===== config.mk =====
export PLATFORM = sky130hd
export DESIGN_NAME = data_sync_ctrl
export DESIGN_NICKNAME = d
export VERILOG_FILES = /design/src/rtl/data_sync_ctrl_pkg.sv /design/src/rtl/data_sync_ctrl_en_sync_chain.sv /design/src/rtl/data_sync_ctrl.sv
export SDC_FILE = /design/constraint.sdc
export NUM_CORES = 1
export LEC_CHECK = 0
export CORE_AREA = 2 2 39 41
export CTS_BUF_LIST = sky130_fd_sc_hd__clkbuf_8
export DETAILED_ROUTE_END_ITERATION = 6
export DIE_AREA = 0 0 41 43
export HOLD_SLACK_MARGIN = 0.08
export PLACE_DENSITY_LB_ADDON = 0.12
export RECOVER_POWER = 50
export SYNTH_ARGS = -nofsm -noshare
export SYNTH_HDL_FRONTEND = slang
export SYNTH_SLANG_ARGS = --single-unit

===== constraint.sdc =====
create_clock -name CLK -period 2.4 [get_ports CLK]
set_input_delay 0.36 -clock CLK [delete_from_list [all_inputs] [get_ports CLK]]
set_output_delay 0.36 -clock CLK [all_outputs]
set_load 0.005 [all_outputs]

===== src/rtl/data_sync_ctrl_pkg.sv =====
// Shared definitions for the data_sync_ctrl receiver.
// This package holds the FSM encoding and the allowed synchronizer depth range.
package data_sync_ctrl_pkg;

  typedef enum logic [1:0] {
    IDLE    = 2'b00,
    CAPTURE = 2'b01,
    HOLD    = 2'b10
  } state_t;

  localparam int NUM_STAGES_DEF = 2;
  localparam int NUM_STAGES_MIN = 2;
  localparam int NUM_STAGES_MAX = 4;

endpackage


===== src/rtl/data_sync_ctrl_en_sync_chain.sv =====
// Single-bit multi-flop synchronizer that brings BUS_EN into the CLK domain.
// The NUM_STAGES parameter must be in the range 2..4; the output is taken from the last flop.
module en_sync_chain
  import data_sync_ctrl_pkg::*;
#(
  parameter int NUM_STAGES = NUM_STAGES_DEF
) (
  input  logic CLK,
  input  logic RST,
  input  logic BUS_EN,
  output logic en_sync
);

  logic [NUM_STAGES-1:0] en_s;

  always_ff @(posedge CLK or negedge RST) begin
    if (!RST) en_s <= '0;
    else      en_s <= {en_s[NUM_STAGES-2:0], BUS_EN};
  end

  assign en_sync = en_s[NUM_STAGES-1];

endmodule


===== src/rtl/data_sync_ctrl.sv =====
// Destination-side receiver: synchronizes BUS_EN, captures UNSYNC_BUS once per enable phase.
// Optional saturating capture counter on CAPT_CNT when DATA_SYNC_CAPT_CNT_EN is defined.
module data_sync_ctrl
  import data_sync_ctrl_pkg::*;
#(
  parameter int NUM_STAGES = NUM_STAGES_DEF,
  parameter int BUS_WIDTH  = 8
`ifdef DATA_SYNC_CAPT_CNT_EN
  ,
  parameter int CNT_WIDTH  = 8
`endif
) (
  input  logic                 CLK,
  input  logic                 RST,
  input  logic [BUS_WIDTH-1:0] UNSYNC_BUS,
  input  logic                 BUS_EN,
  output logic [BUS_WIDTH-1:0] SYNC_BUS,
  output logic                 ENABLE_PULSE
`ifdef DATA_SYNC_CAPT_CNT_EN
  ,
  output logic [CNT_WIDTH-1:0] CAPT_CNT
`endif
);

  state_t state, state_nxt;
  logic   en_sync;
  logic   en_prev;
  logic   rise;
  logic   capt;

  en_sync_chain #(.NUM_STAGES(NUM_STAGES)) u_en_sync_chain (
    .CLK     (CLK),
    .RST     (RST),
    .BUS_EN  (BUS_EN),
    .en_sync (en_sync)
  );

  // Edge detect stage
  always_ff @(posedge CLK or negedge RST) begin
    if (!RST) en_prev <= 1'b0;
    else      en_prev <= en_sync;
  end

  assign rise = en_sync & ~en_prev;

  always_ff @(posedge CLK or negedge RST) begin
    if (!RST) state <= IDLE;
    else      state <= state_nxt;
  end

  // Capture happens only when leaving IDLE, so one synchronized high phase yields one pulse
  always_comb begin
    state_nxt = state;
    capt      = 1'b0;
    case (state)
      IDLE: begin
        if (rise) begin
          state_nxt = CAPTURE;
          capt      = 1'b1;
        end
      end
      CAPTURE: state_nxt = en_sync ? HOLD : IDLE;
      HOLD:    if (!en_sync) state_nxt = IDLE;
      default: state_nxt = IDLE;
    endcase
  end

  // Capture stage
  always_ff @(posedge CLK or negedge RST) begin
    if (!RST) begin
      SYNC_BUS     <= '0;
      ENABLE_PULSE <= 1'b0;
    end else begin
      SYNC_BUS     <= capt ? UNSYNC_BUS : SYNC_BUS;
      ENABLE_PULSE <= capt;
    end
  end

`ifdef DATA_SYNC_CAPT_CNT_EN
  function automatic logic [CNT_WIDTH-1:0] sat_inc(input logic [CNT_WIDTH-1:0] v);
    return (&v) ? v : v + 1'b1;
  endfunction

  always_ff @(posedge CLK or negedge RST) begin
    if (!RST)      CAPT_CNT <= '0;
    else if (capt) CAPT_CNT <= sat_inc(CAPT_CNT);
  end
`endif

endmodule


==> results_dict.tcl, run 1 <==
set metrics [dict create \
    worst_slew_pin_slew_ns 0.5863 \
    yosysTopAreaCellShare_pct 71.79 \
    crit_cells 2 \
    r2r-start "state[0]$_DFFE_PN0P_" \
    synthCells 26 \
    synth_largest_area_cell "dfrtp_1" \
    io_buffers 19 \
    slowest_stage "nor4b_4" \
    root_buffer "clkbuf_8" \
    path_max_fanout 9 \
    cp.required_ns 2.53 \
    powerDensity_nw_per_um2 869.6 \
    crit_type "reg2reg" \
    path_buf_inv 0 \
    die_h_um 43 \
    ys_seq_elements 14 \
    dieWidth_um 41 \
    crit_path_start "state[0]$_DFFE_PN0P_" \
    p_leak_nw 0.3201 \
    fin_nets 61 \
    dr.first_iter.drc_count 2 \
    gp_congestion 0.6663 \
    cts_buffers 3 \
    drt_wl_total_um 818 \
    utilization_pct 54.43 \
    skew_ns 0.0004949 \
    clk_latency_ns 0.24 \
    drt.antenna.violating_nets 0 \
    cap_viol_max_count 0 \
    slew_violations 0 \
    seq_area_frac_synth_pct 71.79 \
    grt_pass1_vias 320 \
    fin_ws_ns 0.8651 \
    synth_top_family_by_area "multiplexers" \
    dr_total_vias 305 \
    hold_violations 0 \
    first_pass_iters 3 \
    synth_xor_area_share_pct 1.795 \
    synth-simple-area-share_pct 7.949 \
    grt_pass1_wl_mm 1.248 \
    setup_viol 0 \
    syn_to_final_growth_pct 54.36 \
    io-pin-count 20 \
    critPathTopFamily "simple AND/OR/NAND/NOR gates" \
    crit_arrival_ns 1.67 \
    drc_errors 0 \
    htreeDepth 1 \
    std_cell_rows 14 \
    yosys-top-cells-area "dfrtp_1 (72%), mux2_2 (18%), nor4b_4 (4.9%), nor4b_1 (1.8%), xor2_1 (1.8%)" \
    r2r_setup_slack_ns 0.87 \
    diodes 0 \
    rsz0062_at_grt "no" \
    wl_per_cell_um 12.58 \
    ys_types 6 \
    synthMuxAreaShare_pct 18.46 \
    fmax_mhz 651.5 \
    vdd_drop_max_v 0.0003562 \
    synth_fa_ha_area_share_pct 0 \
    finalSetupTns_ns 0 \
    r2r_cells 2 \
    synth_nets 37 \
    grt_max_degree 15 \
    synth_compound_area_share_pct 0 \
    clkTransAtPathRegs_ns 0.05 \
    outcome "finished, final reports clean" \
    postCtsHoldBufs 0 \
    cts.path.max_buffers 2 \
    grt_overflow 0 \
    core_area_um2 1384 \
    post-cts-setup-buffer-count 0 \
    dieArea_um2 1763 \
    routed_via_density 4.692 \
    r2r-end "SYNC_BUS[0]$_DFFE_PN0P_" \
    start_util_pct 35.26 \
    fin_crit_sh_pct 63.95 \
    dp_slack_ns 0.8543 \
    hold_path.class "reg2reg" \
    syn_area_um2 488.0 \
    avgSynthCellArea_um2 18.77 \
    cts.sink_count 14 \
    grt_use_total_pct 11.41 \
    slowest_delay_ns 0.59 \
    drive_above_1_share_pct 26.53 \
    setup.worst_path.end "SYNC_BUS[0]$_DFFE_PN0P_" \
    max_slew_margin_pct 60.75 \
    min_period_ns 1.535 \
    ctsResizeCount 0 \
    crit_path_end_kind "register" \
    start_kind "register" \
    crit_chain "nor4b_4, mux2_2" \
    grt_antenna_before_repair 0 \
    ys_warn_count 0 \
    cts_tree "yes" \
]
==> per-stage QoR <==
step,hold WS [ns],area [µm²],power [W],std cells
global placement,0.3344,698.2,0.0004309,61
CTS,0.3484,753.2,0.0006644,65
floorplan,0.06441,488.0,0.0003412,26
finish,0.3461,753.2,0.0006550,65
global route,0.3582,753.2,0.0006843,65
detailed placement,0.3356,698.2,0.0004371,61
==> flip-flops by register name, summed over array words and instances (netlist names) <==
register,cells
SYNC_BUS,8
state,2
u_en_sync_chain.en_s,2
ENABLE_PULSE,1
en_prev,1
==> routing by layer <==
| metal | vias up | global-route usage, % | share of wire (%) |
|---|---|---|---|
| met5 | - | 0 | 0 |
| met4 | 0 | 12.00 | 4.4 |
| met2 | 11 | 17.19 | 50 |
| met3 | 3 | 3.141 | 6.6 |
| met1 | 152 | 11.11 | 39 |
| li1 | 139 | - | - |
==> how the worst min path moves through the flow <==
stage                     slack, ns                         startpoint  cells past startpoint                                 to
after floorplan                0.06                                RST                      0             ENABLE_PULSE$_DFF_PN0_
after global placement         0.33  u_en_sync_chain.en_s[0]$_DFF_PN0_                      0  u_en_sync_chain.en_s[1]$_DFF_PN0_
after detailed placement       0.34  u_en_sync_chain.en_s[0]$_DFF_PN0_                      0  u_en_sync_chain.en_s[1]$_DFF_PN0_
after CTS                      0.35  u_en_sync_chain.en_s[0]$_DFF_PN0_                      0  u_en_sync_chain.en_s[1]$_DFF_PN0_
after global routing           0.36  u_en_sync_chain.en_s[0]$_DFF_PN0_                      0  u_en_sync_chain.en_s[1]$_DFF_PN0_
final                          0.35  u_en_sync_chain.en_s[0]$_DFF_PN0_                      0  u_en_sync_chain.en_s[1]$_DFF_PN0_
==> Yosys cell counts <==
master,count
xor2_1,1
dfrtp_1,14
mux2_2,8
nor4b_4,1
nor4b_1,1
and2_1,1
==> kinds of logic (layout without fill, tap and decap cells) <==
| logic type | after synthesis | count (layout) |
|---|---|---|
| flip-flops | 14 | 14 |
| multiplexers | 8 | 8 |
| AND/OR/NAND/NOR | 3 | 3 |
| XOR/XNOR | 1 | 1 |
| buffers and inverters | 0 | 23 |
==> area by class of cell <==
| class | count | area (µm²) |
|---|---|---|
| multi-input combinational | 12 | 137.6 |
| fill | 104 | 630.6 |
| sequential | 14 | 350.3 |
| clock buffer | 4 | 55.05 |
| tap | 16 | 20.02 |
| timing repair buffer | 19 | 190.2 |
==> cells in the final DEF, fill, tap and decap left out, drive strengths merged <==
master	count
mux2	8
nor4b	2
and2	1
dfrtp	14
dlygate4sd3	2
clkbuf	4
xor2	1
clkdlybuf4s50	17
==> power breakdown <==
group | total (W) | switching (W) | internal [W]
clock network | 0.000226 | 0.0000805 | 0.000145
logic | 0.000133 | 0.0000348 | 0.0000981
registers | 0.000296 | 0.0000216 | 0.000275
total | 0.000655 | 0.000137 | 0.000518
(Power assumes the default switching activity.)
==> inputs of run 2 (changes only) <==
==> constraint.sdc (replaced) <==
create_clock -name CLK -period 1.4 [get_ports CLK]
set_input_delay 0.21 -clock CLK [delete_from_list [all_inputs] [get_ports CLK]]
set_output_delay 0.21 -clock CLK [all_outputs]
set_load 0.005 [all_outputs]
==> results_dict.tcl, run 2 (synthesis gave the netlist of run 1 again) <==
set metrics [dict create \
    crit_path_end_kind "register" \
    clk_latency_ns 0.23 \
    layout_commonest_cell "clkdlybuf4s50_1" \
    seqPwrFrac_pct 48.2 \
    grt_use_total_pct 12.27 \
    slowest_delay_ns 0.40 \
    cts_buffers 3 \
    hold_violations 0 \
    rsz0062_at_grt "no" \
    cts_tree "yes" \
    die_h_um 43 \
    grt_pass1_vias 339 \
    dr.first_iter.drc_count 3 \
    first_pass_iters 2 \
    io_buffers 19 \
    start_util_pct 35.26 \
    syn_to_final_growth_pct 56.15 \
    crit_arrival_ns 1.44 \
    drive_above_1_share_pct 27.45 \
    path_buf_inv 1 \
    worst_slew_pin_slew_ns 0.7191 \
    layout_common_cells "clkdlybuf4s50_1 (17), dfrtp_1 (14), mux2_2 (8), clkbuf_8 (3), dlygate4sd3_1 (2)" \
    fillers 114 \
    p_clk_share_pct 28.9 \
    gp_congestion 0.6598 \
    power.switching_w 0.0002140 \
    whs_ns 0.3515 \
    grt_overflow 0 \
    root_buffer "clkbuf_8" \
    min_period_ns 1.326 \
    cap_viol_max_count 0 \
    postCtsHoldBufs 0 \
    slew_violations 0 \
    top_regs "SYNC_BUS (8), state (2), u_en_sync_chain.en_s (2)" \
    vdd_drop_max_v 0.0007095 \
    largest_reg_flops 8 \
    cp.required_ns 1.52 \
    comb_power_share_pct 22.9 \
    grt_pass1_wl_mm 1.407 \
    grt_antenna_before_repair 0 \
    cts.path.max_buffers 2 \
    multi_input_area_um2 137.6 \
    routed_via_density 4.657 \
    clkTransAtPathRegs_ns 0.05 \
    dieArea_um2 1763 \
    htreeDepth 1 \
    finalSetupTns_ns 0 \
    std_cell_rows 14 \
    drc_errors 0 \
    drt.antenna.violating_nets 0 \
    swShare_pct 20.38 \
    setup_viol 0 \
    crit_chain "nor4b_4, buf_6, mux2_2" \
    wl_per_cell_um 12.42 \
    cts.sink_count 14 \
    start_kind "register" \
    slowest_stage "dfrtp_1" \
    ctsResizeCount 0 \
    fin_nets 64 \
    core_area_um2 1384 \
    outcome "finished, final reports clean" \
    intPower_w 0.0008361 \
    dieWidth_um 41 \
    post-cts-setup-buffer-count 0 \
    crit_type "reg2reg" \
    path_max_fanout 9 \
    hpwl_um 670.5 \
    critPathTopFamily "flip-flops" \
    diodes 0 \
    fin_crit_sh_pct 94.73 \
    hold_path.class "reg2reg" \
    max_slew_margin_pct 52.06 \
    regArea_um2 350.3 \
    powerDensity_nw_per_um2 1378 \
    regMostFlops "SYNC_BUS" \
    dr_total_vias 312 \
    drt_wl_total_um 832 \
    io-pin-count 20 \
    p_leak_nw 0.3264 \
    skew_ns 0.0006823 \
    grt_max_degree 15 \
    fmax_mhz 754.0 \
]
run 2: cell types whose count changed in the layout (fill, tap and decap cells not counted):
cell and change:
buf_4 +1, clkbuf_8 -1, buf_6 +1, and2_1 +1, and2_0 -1, clkbuf_1 +1
run 2: metrics by stage:
stage                     setup slack, ns  cells  util, %  total power, W  cell area [µm²]
final                             0.07378     67    55.06        0.001050            762.0
after global routing              0.02245     67    55.06        0.001110            762.0
after CTS                         0.04863     67    55.06        0.001069            762.0
after detailed placement          0.05737     64    52.08       0.0007597            720.7
after global placement            0.09087     64    52.08       0.0007473            720.7
after floorplan                   0.01877     26        -       0.0005850            488.0
run 2: final timing paths:
kind | depth (start not counted) | to | slack, ns | from
max | 3 | SYNC_BUS[4]$_DFFE_PN0P_ | 0.07 | en_prev$_DFF_PN0_
min | 0 | u_en_sync_chain.en_s[1]$_DFF_PN0_ | 0.35 | u_en_sync_chain.en_s[0]$_DFF_PN0_
max reg2reg | 3 | SYNC_BUS[4]$_DFFE_PN0P_ | 0.07 | en_prev$_DFF_PN0_
min reg2reg | 0 | u_en_sync_chain.en_s[1]$_DFF_PN0_ | 0.35 | u_en_sync_chain.en_s[0]$_DFF_PN0_
max in group asynchronous | 2 | SYNC_BUS[0]$_DFFE_PN0P_ | 0.41 | RST
min in group asynchronous | 2 | state[1]$_DFFE_PN0P_ | 0.54 | RST
run 2: final cells by class:
cell class / instances / area share [%]
tap: 16 / 2.627
sequential: 14 / 45.98
multi-input combinational: 12 / 18.06
timing repair buffer: 22 / 27.91
clock buffer: 3 / 5.419
run 2: power groups by stage:
stage | sequential (W) | clock [W] | combinational, W
after CTS | 0.000508 | 0.000316 | 0.000245
after global placement | 0.000511 | 0 | 0.000236
after global routing | 0.000514 | 0.000339 | 0.000257
after detailed placement | 0.000515 | 0 | 0.000244
after floorplan | 0.000518 | 0 | 0.0000670
final | 0.000506 | 0.000304 | 0.000240
run 2: per-layer routing:
metal | vias up | GRT usage [%] | routed length (µm)
met1 | 162 | 12.28 | 326
li1 | 140 | - | -
met2 | 10 | 20.63 | 451
met4 | 0 | 4.000 | 0
met3 | 0 | 6.283 | 54
met5 | - | 0 | 0
run 2: worst reg2reg max path, cell delays in order, from the launching register on:
cell     delay (ns)
dfrtp_1        0.40
nor4b_4        0.29
buf_6          0.18
mux2_2         0.34
==> inputs of run 3 (changes only) <==
--- a/config.mk
+++ b/config.mk
@@ -14,4 +14,5 @@
 export RECOVER_POWER = 50
 export SYNTH_ARGS = -nofsm -noshare
 export SYNTH_HDL_FRONTEND = slang
+export SYNTH_HIERARCHICAL = 1
 export SYNTH_SLANG_ARGS = --single-unit
==> results_dict.tcl, run 3 <==
set metrics [dict create \
    std_cell_rows 14 \
    crit_path_end_kind "register" \
    diodes 0 \
    p_leak_nw 0.3181 \
    max_slew_margin_pct 59.80 \
    synth_largest_area_cell "dfrtp_1" \
    outcome "finished, final reports clean" \
    synth.most_common_cell "dfrtp_1" \
    cts_buffers 3 \
    swShare_pct 20.60 \
    intPower_w 0.0008308 \
    die_h_um 43 \
    r2r_setup_slack_ns 0.05 \
    grt_overflow 0 \
    syn_area_um2 488.0 \
    top_regs "SYNC_BUS (8), state (2), u_en_sync_chain/en_s (2)" \
    hpwl_um 654.6 \
    seqPwrFrac_pct 48.7 \
    drc_errors 0 \
    seq_area_frac_synth_pct 71.79 \
    layout_common_cells "clkdlybuf4s50_1 (17), dfrtp_1 (14), mux2_2 (8), clkbuf_8 (3), dlygate4sd3_1 (2)" \
    path_max_fanout 9 \
    htreeDepth 1 \
    dieArea_um2 1763 \
    drt.antenna.violating_nets 0 \
    grt_pass1_wl_mm 1.179 \
    ys_types 6 \
    routed_via_density 4.446 \
    design_power_total_w 0.001046 \
    io-pin-count 20 \
    worst_slew_pin_slew_ns 0.6010 \
    synthFlopType "dfrtp_1" \
    ctsResizeCount 0 \
    grt_pass1_vias 296 \
    fin_crit_sh_pct 96.65 \
    skew_ns 0.0009458 \
    root_buffer "clkbuf_8" \
    clk_latency_ns 0.23 \
    first_pass_iters 2 \
    ys_warn_count 6 \
    vdd_drop_max_v 0.0007099 \
    synth_nets 37 \
    dr_total_vias 289 \
    grt_antenna_before_repair 0 \
    syn_to_final_growth_pct 53.08 \
    ys_seq_elements 14 \
    fin_nets 62 \
    powerDensity_nw_per_um2 1401 \
    synth_edf_count 0 \
    post-cts-setup-buffer-count 0 \
    rsz0062_at_grt "no" \
    p_clk_share_pct 29.2 \
    cap_viol_max_count 0 \
    cts.sink_count 14 \
    start_kind "register" \
    setup_viol 0 \
    hold_path.class "reg2reg" \
    cts_tree "yes" \
    grt_use_total_pct 9.887 \
    grt_max_degree 15 \
    hold_violations 0 \
    slew_violations 0 \
    power.switching_w 0.0002155 \
    cts.path.max_buffers 2 \
    comb_power_share_pct 22.1 \
    min_period_ns 1.353 \
    clkTransAtPathRegs_ns 0.05 \
    ys_top_cells_by_count "dfrtp_1 (14), mux2_2 (8)" \
    largest_reg_flops 8 \
    core_area_um2 1384 \
    avgSynthCellArea_um2 18.77 \
    drive_above_1_share_pct 26.53 \
    start_util_pct 35.26 \
    crit_arrival_ns 1.47 \
    io_buffers 19 \
    dr.first_iter.drc_count 2 \
    cp.required_ns 1.52 \
    synthArstFlopShare_pct 100.0 \
    fmax_mhz 739.0 \
    crit_type "reg2reg" \
    yosysTopAreaCellShare_pct 71.79 \
    yosys-top-cells-area "dfrtp_1 (72%), mux2_2 (18%), nor4b_4 (4.9%), nor4b_1 (1.8%), xor2_1 (1.8%)" \
    dieWidth_um 41 \
    finalSetupTns_ns 0 \
    layout_commonest_cell "clkdlybuf4s50_1" \
    postCtsHoldBufs 0 \
    drt_wl_total_um 830 \
    gp_congestion 0.5870 \
    synthCells 26 \
    wl_per_cell_um 12.77 \
    regMostFlops "SYNC_BUS" \
]
==> run 3: cell counts after synthesis <==
No cell type changed its count.
==> run 3: critical path, stage by stage, from the launching register on <==
cell and delay, ns:
dfrtp_1 0.42, nor4b_4 0.25, buf_4 0.21, mux2_2 0.35
==> run 3: cell families (layout without fill, tap and decap cells) <==
kind of cell,Yosys count,count (layout),share of synthesized area (%)
muxes,8,8,18.46
xor gates and xnor gates,1,1,1.795
buffers and inverters,0,23,0
DFF,14,14,71.80
and+or+nand+nor,3,3,7.949
==> run 3: layout make-up <==
type	instances	area, µm²
tap	16	20.02
multi-input combinational	12	137.6
clock buffer	3	41.29
fill	120	636.9
timing repair buffer	20	197.7
sequential	14	350.3
==> run 3: worst paths after layout <==
kind                                                    from                                 to  depth (start not counted)
max                                     state[1]$_DFFE_PN0P_            SYNC_BUS[6]$_DFFE_PN0P_                          3
min                        u_en_sync_chain/en_s[0]$_DFF_PN0_  u_en_sync_chain/en_s[1]$_DFF_PN0_                          0
min in group asynchronous                                RST               state[0]$_DFFE_PN0P_                          1
max in group asynchronous                                RST               state[1]$_DFFE_PN0P_                          1
min reg2reg                u_en_sync_chain/en_s[0]$_DFF_PN0_  u_en_sync_chain/en_s[1]$_DFF_PN0_                          0
max reg2reg                             state[1]$_DFFE_PN0P_            SYNC_BUS[6]$_DFFE_PN0P_                          3
==> run 3: routing by layer <==
metal	wire, µm	track usage (%)	part of all wire [%]	vias up
met5	0	0	0	-
met4	0	4.000	0	0
met3	49	1.571	5.9	0
met2	439	16.88	53	10
met1	340	11.54	41	141
li1	-	-	-	138
==> run 3: power groups by stage <==
stage	Sequential, W	Combinational, W	Clock, W
final	0.000510	0.000231	0.000305
after global routing	0.000518	0.000247	0.000336
after CTS	0.000511	0.000238	0.000321
after detailed placement	0.000517	0.000237	0
after global placement	0.000513	0.000230	0
after floorplan	0.000518	0.0000670	0
==> run 3: through the flow <==
step / instances / instance area [µm²] / utilization [%] / setup slack (ns) / hold WS [ns]
2_1_floorplan: 26 / 488.0 / - / 0.01877 / -0.08559
3_3_place_gp: 62 / 705.7 / 50.99 / 0.08072 / 0.3348
3_5_place_dp: 62 / 705.7 / 50.99 / 0.04911 / 0.3379
4_1_cts: 65 / 747.0 / 53.98 / 0.03610 / 0.3495
5_1_grt: 65 / 747.0 / 53.98 / 0.01043 / 0.3558
6_report: 65 / 747.0 / 53.98 / 0.04690 / 0.3471
